--- src/rtl/a2d_sampler.sv ---
// Periodic three-channel ADC sampler: interval timer, round-robin channel select and a
// 16-bit SPI master that issues a command word followed by a read word per conversion.
module a2d_sampler #(
    parameter int FAST_SIM = 0
) (
    input  logic        clk,
    input  logic        rst,
    output logic        SS_n,
    output logic        SCLK,
    output logic        MOSI,
    input  logic        MISO,
    output logic [11:0] batt,
    output logic [11:0] curr,
    output logic [11:0] torque,
    output logic        cnv_cmplt
);

    localparam int DATA_W = 12;
    localparam int IW     = (FAST_SIM != 0) ? 8 : 14;

    localparam logic [2:0] IDLE   = 3'd0;
    localparam logic [2:0] CMD    = 3'd1;
    localparam logic [2:0] GAP    = 3'd2;
    localparam logic [2:0] READ   = 3'd3;
    localparam logic [2:0] UPDATE = 3'd4;

    logic [2:0]        state;
    logic [IW-1:0]     timer;
    logic              req;
    logic [1:0]        ch_idx;
    logic [2:0]        chnl;
    logic [9:0]        cnt;
    logic [15:0]       tx;
    logic [DATA_W-1:0] rx;
    logic              in_xfer;
    logic              sclk_fall;
    logic              sclk_rise;
    logic              xfer_end;
    logic              start_cmd;
    logic              start_read;

    assign req = &timer;

    always_comb begin
        case (ch_idx)
            2'd0:    chnl = 3'd0;
            2'd1:    chnl = 3'd1;
            default: chnl = 3'd4;
        endcase
    end

    // cnt holds the number of clk edges since SS_n fell: falls at 8+32k, rises at 24+32k,
    // SS_n released after 528 edges.
    assign in_xfer    = (state == CMD) || (state == READ);
    assign sclk_fall  = in_xfer && (cnt[4:0] == 5'd7)  && (cnt <= 10'd487);
    assign sclk_rise  = in_xfer && (cnt[4:0] == 5'd23) && (cnt <= 10'd503);
    assign xfer_end   = in_xfer && (cnt == 10'd527);
    assign start_cmd  = (state == IDLE) && req;
    assign start_read = (state == GAP) && (cnt == 10'd1);

    always_ff @(posedge clk) begin
        if (rst) begin
            timer <= '0;
        end else begin
            timer <= timer + IW'(1);
        end
    end

    always_ff @(posedge clk) begin
        if (rst) begin
            state     <= IDLE;
            SS_n      <= 1'b1;
            SCLK      <= 1'b1;
            MOSI      <= 1'b0;
            cnv_cmplt <= 1'b0;
            batt      <= '0;
            curr      <= '0;
            torque    <= '0;
            ch_idx    <= 2'd0;
        end else begin
            cnv_cmplt <= 1'b0;
            if (sclk_fall) begin
                SCLK <= 1'b0;
                MOSI <= tx[15];
            end else if (sclk_rise) begin
                SCLK <= 1'b1;
            end
            case (state)
                IDLE: begin
                    if (req) begin
                        state <= CMD;
                        SS_n  <= 1'b0;
                    end
                end
                CMD: begin
                    if (xfer_end) begin
                        state <= GAP;
                        SS_n  <= 1'b1;
                    end
                end
                GAP: begin
                    if (start_read) begin
                        state <= READ;
                        SS_n  <= 1'b0;
                    end
                end
                READ: begin
                    if (xfer_end) begin
                        state     <= UPDATE;
                        SS_n      <= 1'b1;
                        cnv_cmplt <= 1'b1;
                        case (ch_idx)
                            2'd0:    batt   <= rx;
                            2'd1:    curr   <= rx;
                            default: torque <= rx;
                        endcase
                        ch_idx <= (ch_idx == 2'd2) ? 2'd0 : ch_idx + 2'd1;
                    end
                end
                UPDATE: state <= IDLE;
                default: state <= IDLE;
            endcase
        end
    end

    // Shift datapath; only the low 12 received bits are kept, the upper nibble shifts out.
    always_ff @(posedge clk) begin
        if (start_cmd || xfer_end || start_read) begin
            cnt <= 10'd0;
        end else begin
            cnt <= cnt + 10'd1;
        end
        if (start_cmd) begin
            tx <= {2'b00, chnl, 11'h000};
        end else if (start_read) begin
            tx <= 16'h0000;
        end else if (sclk_fall) begin
            tx <= {tx[14:0], 1'b0};
        end
        if (sclk_rise) begin
            rx <= {rx[DATA_W-2:0], MISO};
        end
    end

endmodule
--- config.mk ---
export PLATFORM = sky130hd
export DESIGN_NAME = a2d_sampler
export DESIGN_NICKNAME = d
export VERILOG_FILES = /design/src/rtl/a2d_sampler.sv
export SDC_FILE = /design/constraint.sdc
export NUM_CORES = 1
export LEC_CHECK = 0
export ABC_AREA = 1
export CORE_MARGIN = 1.5
export CORE_UTILIZATION = 55
export CTS_CLUSTER_SIZE = 28
export DETAILED_ROUTE_END_ITERATION = 12
export DONT_BUFFER_PORTS = 1
export HOLD_SLACK_MARGIN = 0.15
export MAX_ROUTING_LAYER = met4
export PLACE_DENSITY = 0.71
export SLEW_MARGIN = 0
export SYNTH_ARGS = -nofsm -noshare
export SYNTH_HDL_FRONTEND = slang
export SYNTH_SLANG_ARGS = --single-unit
--- constraint.sdc ---
create_clock -name clk -period 2.32 [get_ports clk]
set_input_delay 0.696 -clock clk [delete_from_list [all_inputs] [get_ports clk]]
set_output_delay 0.696 -clock clk [all_outputs]
set_load 0.05 [all_outputs]
==> results_dict.tcl, run 1 <==
set metrics [dict create \
    status "finished clean" \
    worstMarginPinSlew_ps 556 \
    max_slew_margin_pct 62.9 \
    grt_pass1_vias 2543 \
    place_inst 534 \
    place_congestion 0.797 \
    start_util_pct 56.8 \
    r2r_start "cnt[0]" \
    startpoint_type "flop" \
    ys_ff_latch 86 \
    min_to "timer[0]" \
    synth_largest_area_cell "dfxtp_1" \
    drive_above_1_share_pct 10.8 \
    numPortBuffers 0 \
    r2r_slack_ps 490 \
    clkSinkCount 86 \
    vdd_drop_max_uv 449 \
    hpwl_um 4690 \
    ys_seq_area_share_pct 51.9 \
    cts_root_buf "clkbuf_8" \
    clock_skew_ps 9.17 \
    die-area_um2 7060 \
    ys_top_cells_by_count "nand2_1, inv_1, dfxtp_1" \
    period_share_pct 78.9 \
    finalNonFillerCells 549 \
    crit-reg2reg-capture "tx[11]" \
    cp.required_ps 2380 \
    wl_per_cell_um 12.0 \
    overflow 0 \
    nets 474 \
    viasPerCell 4.94 \
    cts_setup_buffers 0 \
    wirelength_um 6610 \
    fmax_mhz 546 \
    setup_viol 0 \
    total_power_uw 3120 \
    yosysTopAreaCellShare_pct 39.4 \
    dr.pass1.iters 4 \
    dieHeight_um 84.0 \
    dr_total_vias 2712 \
    cts_max_level 3 \
    grt_usage_pct 20.6 \
    critPathKind "flop to flop" \
    post-synth-top-count-cell "nand2_1" \
    critPathCaptureType "flop" \
    drt.antenna.violating_nets 0 \
    synthArstFlopShare_pct 0 \
    drt_iter0_markers 128 \
    grt_pass1_wl_um 11300 \
    period_minus_slack_ps 1830 \
    area_growth_pct 8.08 \
    placementRows 29 \
    cp_max_fo 6 \
    die_w_um 84.0 \
    yosysWarnings 0 \
    antenna_found_initial 0 \
    final-max-slew-violation-count 0 \
    tns_ps 0 \
    synthesis.nets 469 \
    holdBufCountCts 0 \
    cts_inserted_buffers 9 \
    drcViolationCount 0 \
    leakagePower_uw 0.00177 \
    num_io_pins 43 \
    path_clk_slew_ps 80 \
    p_per_area_nw_per_um2 799 \
    rsz0062_at_grt "false" \
    placed_area_um2 3690 \
    synth_edf_count 15 \
    syn_avg_cell_area_um2 7.80 \
    netlist_instances 463 \
    clock_path_buffers 2 \
    finalHoldViolCount 0 \
    yosysUniqueCellTypes 29 \
    syn_area_um2 3610 \
    antenna_cells 0 \
    cts_tree "built" \
    hp-start "rst" \
    clk_latency_ps 350 \
    grt_max_degree 32 \
    finish.instance_area_um2 3900 \
    holdPathStages 1 \
    synth_area_leaders "dfxtp_1, edfxtp_1, nand2_1" \
    synthFlopType "dfxtp_1" \
    holdWs_ps 405 \
    hold_path_class "input pin to flop" \
    r2r_cells 7 \
    drv_cap 0 \
    critical_path_arrival_ps 1890 \
    cts_resized 0 \
    core_area_um2 6350 \
]
[worst max-delay path, cell delays in order, from the launching register on]
cell     delay, ps
dfxtp_1        420
ha_1           230
nand2_2         90
nor3_1         190
inv_1          100
nor2_1         220
inv_1          130
nand3_1        160
[final cells by class]
| cell class | instances | area (um^2) |
|---|---|---|
| clock inverter | 5 | 85.1 |
| sequential | 86 | 1870 |
| multi-input combinational | 282 | 1360 |
| timing repair buffer | 5 | 50.0 |
| clock buffer | 10 | 128 |
| tap | 77 | 96.3 |
| inverter | 84 | 315 |
| fill | 566 | 2450 |
[state kept, by name (all words and copies together) (netlist names)]
name	flops
cnv_cmplt	1
SCLK	1
cnt	10
curr	12
batt	12
SS_n	1
timer	14
torque	12
MOSI	1
state	3
ch_idx	2
rx	12
tx	5
[worst max path at each step]
stage,from,endpoint,slack [ps],cells past startpoint
6_report,cnt[0],tx[11],490,7
5_1_grt,cnt[0],torque[5],280,9
4_1_cts,cnt[0],tx[11],460,7
3_5_place_dp,cnt[0],tx[11],470,7
3_3_place_gp,cnt[0],tx[11],530,7
2_1_floorplan,cnt[0],rx[0],430,5
[metal layers]
metal | track usage [%] | vias up | share of wire [%]
met5 | - | - | 0
met4 | 9.54 | 0 | 2.1
met3 | 5.44 | 12 | 4.2
met2 | 29.4 | 48 | 44
met1 | 27.4 | 1222 | 50
li1 | - | 1430 | -
[placed cells by master (no fill, tap or decap), types with 3 or more instances in the layout]
| master | count |
|---|---|
| nand2_1 | 115 |
| inv_1 | 79 |
| dfxtp_1 | 71 |
| nor2_1 | 68 |
| a21oi_1 | 20 |
| a21oi_2 | 19 |
| edfxtp_1 | 15 |
| nand3_1 | 12 |
| nor3_1 | 9 |
| clkbuf_8 | 9 |
| o21ai_0 | 8 |
| nand4_1 | 6 |
| xor2_1 | 6 |
| inv_2 | 4 |
| nor2_2 | 4 |
| buf_4 | 4 |
| ha_1 | 3 |
[power by group]
group          internal (uW)  switching [uW]  leakage (uW)
logic                    123             226      0.000964
registers               1580            67.1      0.000704
clock network            604             517      0.000103
total                   2310             811       0.00177
[logic make-up after synthesis]
logic type,Yosys count,share of synthesized area (%)
AND/OR/NAND/NOR,220,25.2
buffers and inverters,95,10.6
flip-flops,86,51.9
AO/OA/AOI/OAI,52,9.57
XOR/XNOR,7,1.70
adder cells (fa/ha/maj),3,1.04
[stage by stage]
stage	setup WS [ps]	util, %
after CTS	463	61.4
after detailed placement	470	58.1
after floorplan	431	-
final	489	61.4
after global routing	283	61.4
after global placement	528	58.1
No activity file was read; power rests on OpenSTA's default activity.
==> inputs of run 2 (changes only) <==
Clock period 2.32 ns to 1.7 ns, I/O delays scaled along.
==> results_dict.tcl, run 2 (synthesis results as in run 1) <==
set metrics [dict create \
    status "finished clean" \
    cts_inserted_buffers 9 \
    clk_latency_ps 360 \
    hp-start "rst" \
    finalHoldViolCount 0 \
    grt_pass1_vias 2488 \
    critPathCaptureType "flop" \
    cts_max_level 3 \
    cts_tree "built" \
    setup_viol 0 \
    route.met3.wl_um 298 \
    startpoint_type "flop" \
    regArea_um2 1870 \
    max_slew_margin_pct 60.6 \
    placementRows 29 \
    die_w_um 84.0 \
    drt_iter0_markers 136 \
    wirelength_um 6910 \
    r2r_start "cnt[0]" \
    die-area_um2 7060 \
    crit-reg2reg-capture "torque[1]" \
    rsz0062_at_grt "false" \
    holdBufCountCts 0 \
    layout_commonest_cell "nand2_1" \
    num_io_pins 43 \
    wirelength_met1_um 3370 \
    vdd_drop_max_uv 639 \
    wl_met2_um 3070 \
    final-max-slew-violation-count 0 \
    nets 483 \
    cp_max_fo 12 \
    period_share_pct 93.4 \
    antenna_cells 0 \
    critical_path_cell_count 7 \
    worst_path_max_delay_cell "dfxtp_2" \
    drv_cap 0 \
    dr_total_vias 2718 \
    viasPerCell 4.86 \
    multiInputGateArea_um2 1400 \
    crit_family "simple AND/OR/NAND/NOR gates" \
    r2r_slack_ps 110 \
    drt.antenna.violating_nets 0 \
    area_growth_pct 12.0 \
    final_cell_mix "nand2_1, inv_1, dfxtp_1, nor2_1, a21oi_1" \
    start_util_pct 56.8 \
    period_minus_slack_ps 1590 \
    clkSinkCount 86 \
    dieHeight_um 84.0 \
    preCtsSetupSlack_ps 39.4 \
    grt_usage_pct 21.3 \
    critPathBufInv 1 \
    wl_per_cell_um 12.4 \
    r2r_cells 7 \
    grt_max_degree 46 \
    numPortBuffers 0 \
    worstMarginPinSlew_ps 590 \
    grt_pass1_wl_um 11600 \
    path_clk_slew_ps 90 \
    holdPathStages 1 \
    critical_path_arrival_ps 1840 \
    clock_path_buffers 2 \
    fmax_mhz 630 \
    fin_ws_ps 112 \
    drive_above_1_share_pct 15.1 \
    min_to "ch_idx[1]" \
    core_area_um2 6350 \
    hold_path_class "input pin to flop" \
    clock_skew_ps 12.7 \
    highest_layer "met4" \
    n_fill_cell 538 \
    cp_cell_sequence "ha_2 -> nand2_2 -> nor2_4 -> nand3_2 -> nor2_1 -> buf_6 -> a21oi_1" \
    antenna_found_initial 0 \
    drcViolationCount 0 \
    overflow 0 \
    tns_ps 0 \
    critPathKind "flop to flop" \
    leakagePower_uw 0.00182 \
    p_per_area_nw_per_um2 1050 \
    top_register "timer" \
    cts_root_buf "clkbuf_8" \
    dr.pass1.iters 4 \
    largest_reg_flops 14 \
    hpwl_um 4820 \
    cp_slowest_stage_delay_ps 340 \
    cp.required_ps 1950 \
    place_congestion 0.820 \
]
## run 2: changes by cell type in the layout (fill, tap and decap cells not counted), sizes merged
cell    change
inv         +3
bufinv      -1
clkbuf      -1
buf         +9
## run 2: worst max-delay path by stage
stage,from,end
2_1_floorplan,cnt[0],rx[0]
3_3_place_gp,cnt[0],torque[0]
3_5_place_dp,cnt[0],torque[1]
4_1_cts,cnt[0],tx[12]
5_1_grt,cnt[0],curr[0]
6_report,cnt[0],torque[1]
## run 2: per-stage QoR
| step | std cells | hold WS, ps | power (uW) | instance area (um^2) | utilization, % |
|---|---|---|---|---|---|
| 2_1_floorplan | 463 | 418 | 2670 | 3610 | - |
| 3_3_place_gp | 542 | 425 | 2770 | 3790 | 59.7 |
| 3_5_place_dp | 542 | 442 | 2770 | 3790 | 59.7 |
| 4_1_cts | 558 | 204 | 4210 | 3990 | 62.9 |
| 5_1_grt | 559 | 197 | 4440 | 4040 | 63.7 |
| 6_report | 559 | 213 | 4230 | 4040 | 63.7 |
## run 2: layer usage
metal	vias to the layer above	track usage, %
li1	1443	-
met1	1215	28.8
met2	47	31.0
met3	13	4.55
met4	0	8.94
met5	-	-
## run 2: where the power goes
part	leakage, uW	switching, uW	internal, uW
Sequential	0.000703	90.4	2160
Combinational	0.00102	333	193
Clock	0.000101	767	695
## run 2: worst register-to-register path: stages, from the launching register on
cell and delay [ps]:
dfxtp_2 340, ha_2 190, nand2_2 90, nor2_4 210, nand3_2 190, nor2_1 170, buf_6 210, a21oi_1 90
## run 2: area by class of cell
class	count	area share [%]
well taps	77	2.38
clock inverters	7	1.92
clock buffers	9	3.06
inverters	84	7.80
repair buffers	14	3.93
flip-flops and latches	86	46.3
multi-input cells	282	34.6
## run 2: repair_timing
item | 4_1_cts | 5_1_grt
setup endpoints to repair | 1 | 41
resized for setup | 1 | 13
setup buffers | 0 | 1
cloned | 0 | 0
pin swaps | 0 | 2
